`config.mk`:
```
export PLATFORM = sky130hd
export DESIGN_NAME = fetch_queue
export DESIGN_NICKNAME = d
export VERILOG_FILES = /design/src/rtl/fq_pkg.sv /design/src/rtl/fq_ram.sv /design/src/rtl/fetch_queue.sv
export SDC_FILE = /design/constraint.sdc
export NUM_CORES = 1
export LEC_CHECK = 0
export ABC_AREA = 1
export CORE_ASPECT_RATIO = 0.9
export CORE_MARGIN = 2
export CORE_UTILIZATION = 40
export DETAILED_ROUTE_END_ITERATION = 8
export GPL_TIMING_DRIVEN = 0
export SYNTH_ARGS = -nofsm -noshare
export SYNTH_HDL_FRONTEND = slang
export SYNTH_SLANG_ARGS = --single-unit
```
`constraint.sdc`:
```
create_clock -name clk -period 4.6 [get_ports clk]
set_clock_uncertainty 0.2 [all_clocks]
set_input_delay 0.92 -clock clk [delete_from_list [all_inputs] [get_ports clk]]
set_output_delay 0.92 -clock clk [all_outputs]
set_load 0.02 [all_outputs]
```
`src/rtl/fq_pkg.sv`:
```
// Shared types and constants for the fetch queue.
// Optional FQ_PERF_EN build adds perf counters on fetch_queue.
package fq_pkg;

    localparam int IW              = 16;
    localparam int AW              = 16;
    localparam int FQ_STALL_MARGIN = 4;

    typedef struct packed {
        logic [IW-1:0] instr;
        logic [AW-1:0] pc;
        logic          pred;
    } fq_entry_t;

endpackage

```
`src/rtl/fq_ram.sv`:
```
// Fetch-queue storage: two write ports at tail/tail+1, two async read ports
// at head/head+1. Contents are not reset.
module fq_ram
    import fq_pkg::*;
#(
    parameter  int DEPTH = 8,
    localparam int IXW   = $clog2(DEPTH)
) (
    input  logic           clk,
    input  logic           we0_i,
    input  logic [IXW-1:0] waddr0_i,
    input  fq_entry_t      wdata0_i,
    input  logic           we1_i,
    input  logic [IXW-1:0] waddr1_i,
    input  fq_entry_t      wdata1_i,
    input  logic [IXW-1:0] raddr0_i,
    output fq_entry_t      rdata0_o,
    input  logic [IXW-1:0] raddr1_i,
    output fq_entry_t      rdata1_o
);

    fq_entry_t mem [DEPTH];

    always_ff @(posedge clk) begin
        if (we0_i) mem[waddr0_i] <= wdata0_i;
        if (we1_i) mem[waddr1_i] <= wdata1_i;
    end

    assign rdata0_o = mem[raddr0_i];
    assign rdata1_o = mem[raddr1_i];

endmodule

```
`src/rtl/fetch_queue.sv`:
```
// 2-wide fetch -> decode instruction queue with compaction, stall and flush.
// Define FQ_PERF_EN to add stall_cycles / flush_count outputs.
module fetch_queue #(
    parameter int DEPTH = 8,
    parameter int IW    = 16,
    parameter int AW    = 16
) (
    input  logic          clk,
    input  logic          reset_n,
    input  logic [IW-1:0] I1,
    input  logic [IW-1:0] I2,
    input  logic          I1V,
    input  logic          I2V,
    input  logic          I1P,
    input  logic          I2P,
    input  logic [AW-1:0] I1PC,
    input  logic [AW-1:0] I2PC,
    input  logic          flush,
    input  logic [1:0]    deq_cnt,
    output logic          stall,
    output logic [IW-1:0] D1,
    output logic [IW-1:0] D2,
    output logic          D1V,
    output logic          D2V,
    output logic          D1P,
    output logic          D2P,
    output logic [AW-1:0] D1PC,
    output logic [AW-1:0] D2PC
`ifdef FQ_PERF_EN
    ,
    output logic [15:0]   stall_cycles,
    output logic [15:0]   flush_count
`endif
);

    import fq_pkg::*;

    localparam int IXW = $clog2(DEPTH);
    localparam int PW  = IXW + 1;

    logic [PW-1:0]  head_q, head_d, tail_q, tail_d;
    logic [PW-1:0]  count, space, deq_eff, enq_req, enq_acc;
    logic           slot2_ok, we0, we1;
    logic [IXW-1:0] tail_ix, head_ix;
    fq_entry_t      e1, e2, wdata0, rd0, rd1;

    assign count    = tail_q - head_q;
    assign space    = PW'(DEPTH) - count;
    // A predicted-taken I1 makes I2 wrong-path.
    assign slot2_ok = I2V && !(I1V && I1P);
    assign enq_req  = PW'(I1V) + PW'(slot2_ok);
    assign enq_acc  = (enq_req > space) ? space : enq_req;
    assign deq_eff  = (PW'(deq_cnt) > count) ? count : PW'(deq_cnt);

    assign e1     = '{instr: I1, pc: I1PC, pred: I1P};
    assign e2     = '{instr: I2, pc: I2PC, pred: I2P};
    assign wdata0 = I1V ? e1 : e2;
    assign we0    = !flush && (enq_acc != '0);
    assign we1    = !flush && (enq_acc == PW'(2));

    assign tail_ix = tail_q[IXW-1:0];
    assign head_ix = head_q[IXW-1:0];

    always_comb begin
        head_d = head_q + deq_eff;
        tail_d = tail_q + enq_acc;
        if (flush) begin
            head_d = '0;
            tail_d = '0;
        end
    end

    always_ff @(posedge clk or negedge reset_n) begin
        if (!reset_n) begin
            head_q <= '0;
            tail_q <= '0;
        end else begin
            head_q <= head_d;
            tail_q <= tail_d;
        end
    end

    fq_ram #(.DEPTH(DEPTH)) u_ram (
        .clk      (clk),
        .we0_i    (we0),
        .waddr0_i (tail_ix),
        .wdata0_i (wdata0),
        .we1_i    (we1),
        .waddr1_i (tail_ix + IXW'(1)),
        .wdata1_i (e2),
        .raddr0_i (head_ix),
        .rdata0_o (rd0),
        .raddr1_i (head_ix + IXW'(1)),
        .rdata1_o (rd1)
    );

    assign D1V   = (count != '0);
    assign D2V   = (count >= PW'(2));
    assign D1    = D1V ? rd0.instr : '0;
    assign D1PC  = D1V ? rd0.pc    : '0;
    assign D1P   = D1V && rd0.pred;
    assign D2    = D2V ? rd1.instr : '0;
    assign D2PC  = D2V ? rd1.pc    : '0;
    assign D2P   = D2V && rd1.pred;
    assign stall = space < PW'(FQ_STALL_MARGIN);

`ifdef FQ_PERF_EN
    logic [15:0] stall_cycles_q, flush_count_q;

    always_ff @(posedge clk or negedge reset_n) begin
        if (!reset_n) begin
            stall_cycles_q <= '0;
            flush_count_q  <= '0;
        end else begin
            if (stall && stall_cycles_q != '1) stall_cycles_q <= stall_cycles_q + 16'd1;
            if (flush && flush_count_q != '1)  flush_count_q  <= flush_count_q + 16'd1;
        end
    end

    assign stall_cycles = stall_cycles_q;
    assign flush_count  = flush_count_q;
`endif

    overflow_a: assert property (@(posedge clk) disable iff (!reset_n)
        flush || (enq_req <= space))
        else $error("fetch_queue: enqueue beyond capacity");

endmodule
```
# [Yosys cells after proc, flatten, opt, wreduce, memory -nomap -nowiden]
# Memory sizes are Yosys's and may differ from the RTL's.
# Cells that the tools add are included.
[classes] n_mux=13 n_lt_le_gt_ge=4 eq_ne=1 reduce_logical=10 n_addsub=7
[op_table] cell="16-bit two-way mux" count=4
[op_table] cell="33-bit two-way mux" count=1
[op_table] cell="4-bit two-way mux" count=4
[op_table] cell="4-bit adder" count=2
[op_table] cell="2-bit by 4-bit > comparator with 1-bit output" count=2
[op_table] cell="4-bit nonzero test" count=2
[op_table] cell="3-bit by 1-bit adder with 3-bit output, second input constant" count=2
[op_table] cell="1-bit logical AND" count=6
[op_table] cell="4-bit by 2-bit == test with 1-bit output, second input constant" count=1
[op_table] cell="4-bit by 2-bit >= comparator with 1-bit output, second input constant" count=1
[op_table] cell="4-bit by 3-bit < comparator with 1-bit output, second input constant" count=1
[op_table] cell="1-bit two-way mux" count=4
[op_table] cell="4-bit subtractor" count=1
[op_table] cell="4-bit subtractor, first input constant" count=1
[op_table] cell="1-bit by 1-bit adder with 2-bit output" count=1
[op_table] cell="1-bit logical NOT" count=2
[word_totals] memories=1 wordCells=38 mem_bits_rw=264 output_inout_bits=69 ff_bits=8 input_bits=73
[mem_list] name="u_ram.mem" words=8 word_bits=33 rd=2 rd_ports_with_merged_regs=0 wr=2 line="fq_ram.sv:22" text="fq_entry_t mem [DEPTH];"

# [Logic depth before layout (Yosys ltp)]
[depth] ltp_word=10 mapped_depth=21 depth_no_buf=20

# [Modules after synthesis]
# From an unflattened synthesis, not the netlist that was laid out.
[hier_totals] hier_cells=2746 hier_area_um2=19172.1
[modules_own_cells] mod="fq_ram" n_inst=1 cells_each=2442 seq_area_each_um2=7927.6 area_each_um2=17290.3
[modules_own_cells] mod="fetch_queue" n_inst=1 cells_each=304 seq_area_each_um2=200.2 area_each_um2=1881.8

# [Least setup slack after synthesis]
# No wires, ideal clock.
[synth_path] path_type="input to register" from="in I1V" to="mem u_ram.mem[3][0] (netlist bit), enable pin" required_time_ns=4.009 setup_slack_ns=-0.238 stages=13 arrival_ns=4.247 n_path_buf=3 path_cell_list="clkbuf_1 buf_1 nand2_1 and2_1 ha_1 inv_1 ha_1 a21oi_1 nand4_1 nand2_2 nand4_2 buf_2 nand2_1"
[synth_lines] element="start: declaration" line="fetch_queue.sv:12" text="input logic I1V,"
[synth_lines] element="end: declaration" line="fq_ram.sv:22"

# [Worst setup path in the final report]
[layout_path] from="reg head_q[2]" to="out D2PC[3]"
[layout_via] elab_chain_cells=3 elab_cells_between_ends=5 cone_classes="2 x add/sub; 1 x order compare; 1 x mux; 1 x memory"
[layout_rtl] element="start: declaration" line="fetch_queue.sv:41" text="logic [PW-1:0] head_q, head_d, tail_q, tail_d;"
[layout_rtl] element="start signal: assignment" line="fetch_queue.sv:75" text="head_q <= '0;"
[layout_rtl] element="start signal: assignment" line="fetch_queue.sv:78" text="head_q <= head_d;"
[layout_rtl] element="4-bit subtractor / 3-bit by 1-bit adder with 3-bit output (equally long branches)" line="fetch_queue.sv:47, fetch_queue.sv:93"
[layout_rtl] element="4-bit by 2-bit >= comparator with 1-bit output / memory 8 x 33 bit (equally long branches)"
[layout_rtl] element="16-bit two-way mux *" line="fetch_queue.sv:103" text="assign D2PC = D2V ? rd1.pc : '0;"
[layout_rtl] element="end: declaration" line="fetch_queue.sv:28" text="output logic [AW-1:0] D2PC"
# Mark *: on every way between the ends. The rest lies on a longest branch, timed or not.

==> summary.md <==
| Metric | Value |
|---|---|
| Clock latency at the later pin of the worst-skew pair | `around 0.55 ns` |
| Crit Path Category | `reg -> out` |
| TritonCTS Buffers | `34` |
| First-pass DRT Iterations | `7` |
| Failing checks | `setup timing` |
| CTS Buffer Depth | `3` |
| Iter 0 DRT Violations | `approximately 3300` |
| CTS tree | `done` |
| Crit path max-delay family | `buffers and inverters` |
| Placement Cell Area | `about 20000 µm²` |
| Hold Crit Class | `reg -> reg` |
| Max Freq | `0.217 GHz` |
| Via Count | `20000` |
| Psw | `9.49 mW` |
| Power per cell area | `~800 nW/µm²` |
| Setup TNS | `-0.00774 ns` |
| Total GRT Usage | `33.5%` |
| Flops & latches, synth | `272` |
| First-pass GRT wire length | `118 mm` |
| P_leak | `9.55 nW` |
| Final min period | `4.61 ns` |
| Synth Warn # | `0` |
| Grt ovf | `0` |
| Critical Path AT | `between 3 and 4 ns` |
| Internal power | `8.15 mW` |
| Post-Syn Instances | `about 2500` |
| CTS root buffer | `clkbuf_16` |
| Placer congestion estimate | `0.946` |
| Status | `finished, violations left` |
| Mapped Area | `18600 µm²` |
| CP Capture Type | `primary output` |
| RSZ-0062 raised after global routing | `yes` |
| Crit path largest cell delay | `0.40 ns` |
| Post-synth top flop | `edfxtp_1` |
| Die W | `roughly 230 µm` |
| Final nets | `between 2000 and 3000` |
| Clock-pin slew on the worst setup and hold paths | `0.06 ns` |
| Yosys cell types | `47` |
| Max Transition Viols Final | `0` |
| Buffers and inverters on the worst path | `7` |
| Final Hold Fails | `0` |
| Setup slack after layout | `-0.00774 ns` |
| Post-synthesis sequential area ratio | `between 40% and 50%` |
| Syn_area_per_cell | `7.55 µm²` |
| Combinational share of power | `65.4%` |
| Global routing usage on met1 | `approximately 46%` |
| Cell Rows | `74` |
| Sequential Power Share | `19.4%` |
| Critical path startpoint category | `flip-flop` |
| Grt met2 use | `50.0%` |
| CTS H-Tree Depth | `2` |
| Ratio of final minimum period to clock period | `100%` |
| Worst-path cell chain | `clkbuf_16, clkinvlp_4, clkbuf_16, ha_2, a21oi_2, nand2_1, nand2_1, nand2_2, nand2_4, buf_4, clkbuf_8, o311ai_0, inv_1, clkdlybuf4s15_2` |
| Vias in the first global route | `18500` |
| Via-to-Cell Ratio | `6.13` |
| Worst-path fanout max | `10` |
| Max Cap Violations | `0` |
| Post-Layout Cell Count | `around 3300` |
| Drc violations | `0` |
| Placed Cells incl. Taps | `approximately 3200` |
| Post-Route WL | `84.8 mm` |
| DP HPWL | `roughly 55 mm` |
| Largest net degree at the start of global routing | `34` |
| Critical Path RT | `~3.5 ns` |
| Die area | `between 40000 and 50000 µm²` |
| IO Port Bufs | `~110` |
| Die Height | `209 µm` |
| Design Area, Final | `22100 µm²` |
| Starting Density | `40.8%` |
| Wire per inst | `26.0 µm` |
| Clock sinks | `around 270` |
| M3 GR Usage | `under 10%` |
| Share of cells above drive strength 1 | `12.0%` |
| Area added between synthesis and finish | `18.8%` |
| Async SR Flop Fraction | `2.94%` |
| Clock power frac | `15.2%` |
| Sw Share | `53.8%` |
| Core area | `45600 µm²` |
| Least-Margin Pin Slew | `1.17 ns` |
| CTS Hold Buffers Added | `0` |
| Number of synthesized flops with an enable pin | `264` |
| Worst path slowest cell | `dfrtp_2` |
| DRT antenna net count | `0` |
| Initial antenna violation count | `2` |
| Worst ir drop on vdd | `0.452 mV` |
| Final setup viols | `1` |
| Ports | `142` |
| Worst rel slew slack | `22.0%` |
| GR peak layer | `met2` |
[power groups by stage]
stage          logic [mW]  registers, mW  clock network, mW
3_5_place_dp         11.0           3.49                  0
4_1_cts              11.0           3.42               2.65
3_3_place_gp         10.8           3.48                  0
6_report             11.5           3.43               2.67
2_1_floorplan        6.21           3.41                  0
5_1_grt              12.0           3.46               2.75
[layout by cell type (no fill, tap or decap), drive strengths merged, types with 2 or more instances in the layout]
cell             n
ha              18
inv            183
clkbuf         210
nand4           11
xnor2            2
nand2          772
bufinv           3
nand3          282
nor2           131
a21oi          224
fa               3
a211oi           5
o221ai           3
mux2            32
conb             2
o211ai          30
clkdlybuf4s15   17
edfxtp         264
o21ai          226
clkinv          11
a22oi            3
buf             91
a32o             3
xor2             3
dfrtp            8
nor3             8
clkinvlp         3
clkdlybuf4s50   40
dlygate4sd2     23
o311ai          33
[per-layer routing]
metal	share of wire (%)	wire length (µm)	vias up
met5	0.019	16	-
met4	5.2	4390	2
met3	15	12600	289
met2	42	35800	1752
met1	38	32000	9260
li1	-	-	8670
[timing repair]
action,4_1_cts,5_1_grt
endpoints found under the setup margin,604,410
pin swaps,2,8
cloned,1,7
setup buffers,8,2
gates resized for setup,250,104
[final cells by class]
type / instances / area (µm²)
Multi-Input combinational cell: 1795 / 9180
Inverter: 185 / 711
Antenna cell: 1 / 2.50
Fill cell: 4454 / 23500
Buffer: 221 / 1280
Sequential cell: 272 / 8130
Clock inverter: 15 / 145
Timing Repair Buffer: 117 / 1000
Clock buffer: 43 / 906
Tap cell: 608 / 761
[kinds of logic after synthesis]
group	after synthesis	share of synthesized area (%)
flops	272	43.7
buf+inv	408	9.54
other cells	1	0.0201
simple gates	1197	27.4
fa+ha+maj	21	1.53
compound gates	530	15.6
xor+xnor	5	0.336
mux	32	1.94
[per-stage QoR]
stage	utilization, %	hold WS (ns)	power (mW)	setup WS, ns
global placement	44.9	0.379	14.3	-2.43
CTS	48.1	0.408	17.1	0.00772
detailed placement	44.9	0.396	14.4	-2.46
floorplan	-	0.363	9.62	0.0715
finish	48.5	0.415	17.6	-0.00774
global route	48.5	0.463	18.3	-0.0449
[state kept, by name, summed over array words and instances, names as in the netlist]
name,flops
tail_q,4
head_q,4
u_ram.mem,264
[worst register-to-register path, stage by stage, from the launching register on]
cell and delay, ns:
dfrtp_2 0.45, clkbuf_16 0.20, inv_2 0.14, clkbuf_16 0.23
fa_2 0.47, ha_1 0.35, ha_1 0.33, a21oi_1 0.09
a21oi_2 0.29, nand4_1 0.21, nand2_4 0.25, nand4_2 0.30
clkbuf_4 0.39, nand2_8 0.26
[synth_stat cells (2+ instances only)]
library cell / n / share of area, %
nand3_2: 14 / 0.75
nand3_1: 267 / 7.2
buf_1: 21 / 0.42
a22oi_1: 3 / 0.12
o211ai_1: 30 / 1.2
xor2_1: 3 / 0.14
buf_4: 7 / 0.28
edfxtp_1: 264 / 43
inv_2: 5 / 0.10
inv_1: 179 / 3.6
nor3_1: 8 / 0.22
o21ai_0: 225 / 6.0
nor2_1: 130 / 2.6
a21oi_1: 223 / 6.0
a211oi_1: 5 / 0.20
buf_6: 17 / 1.0
clkbuf_1: 150 / 3.0
nand2_4: 3 / 0.18
ha_1: 18 / 1.2
o221ai_1: 3 / 0.14
nand4_1: 2 / 0.067
fa_1: 3 / 0.32
buf_2: 23 / 0.62
o311ai_0: 33 / 1.6
nand2_2: 2 / 0.067
dfrtp_1: 8 / 1.1
buf_8: 3 / 0.24
nand2_1: 758 / 15
nand4_2: 8 / 0.54
mux2_2: 32 / 1.9
a32o_1: 3 / 0.16
[worst paths after layout]
kind                                startpoint                         to  slack [ns]  cells past startpoint
setup / recovery           head_q[2]$_DFF_PN0_                    D2PC[3]      -0.008                     14
hold / removal             tail_q[3]$_DFF_PN0_        tail_q[3]$_DFF_PN0_        0.41                      2
setup reg to reg           head_q[1]$_DFF_PN0_  u_ram.mem[1][6]$_DFFE_PP_        0.08                     13
hold reg to reg            tail_q[3]$_DFF_PN0_        tail_q[3]$_DFF_PN0_        0.41                      2
max in group asynchronous              reset_n        head_q[0]$_DFF_PN0_        3.45                      1
min in group asynchronous              reset_n        head_q[1]$_DFF_PN0_        0.45                      1
Note: power is estimated with default switching activity, not from simulation.
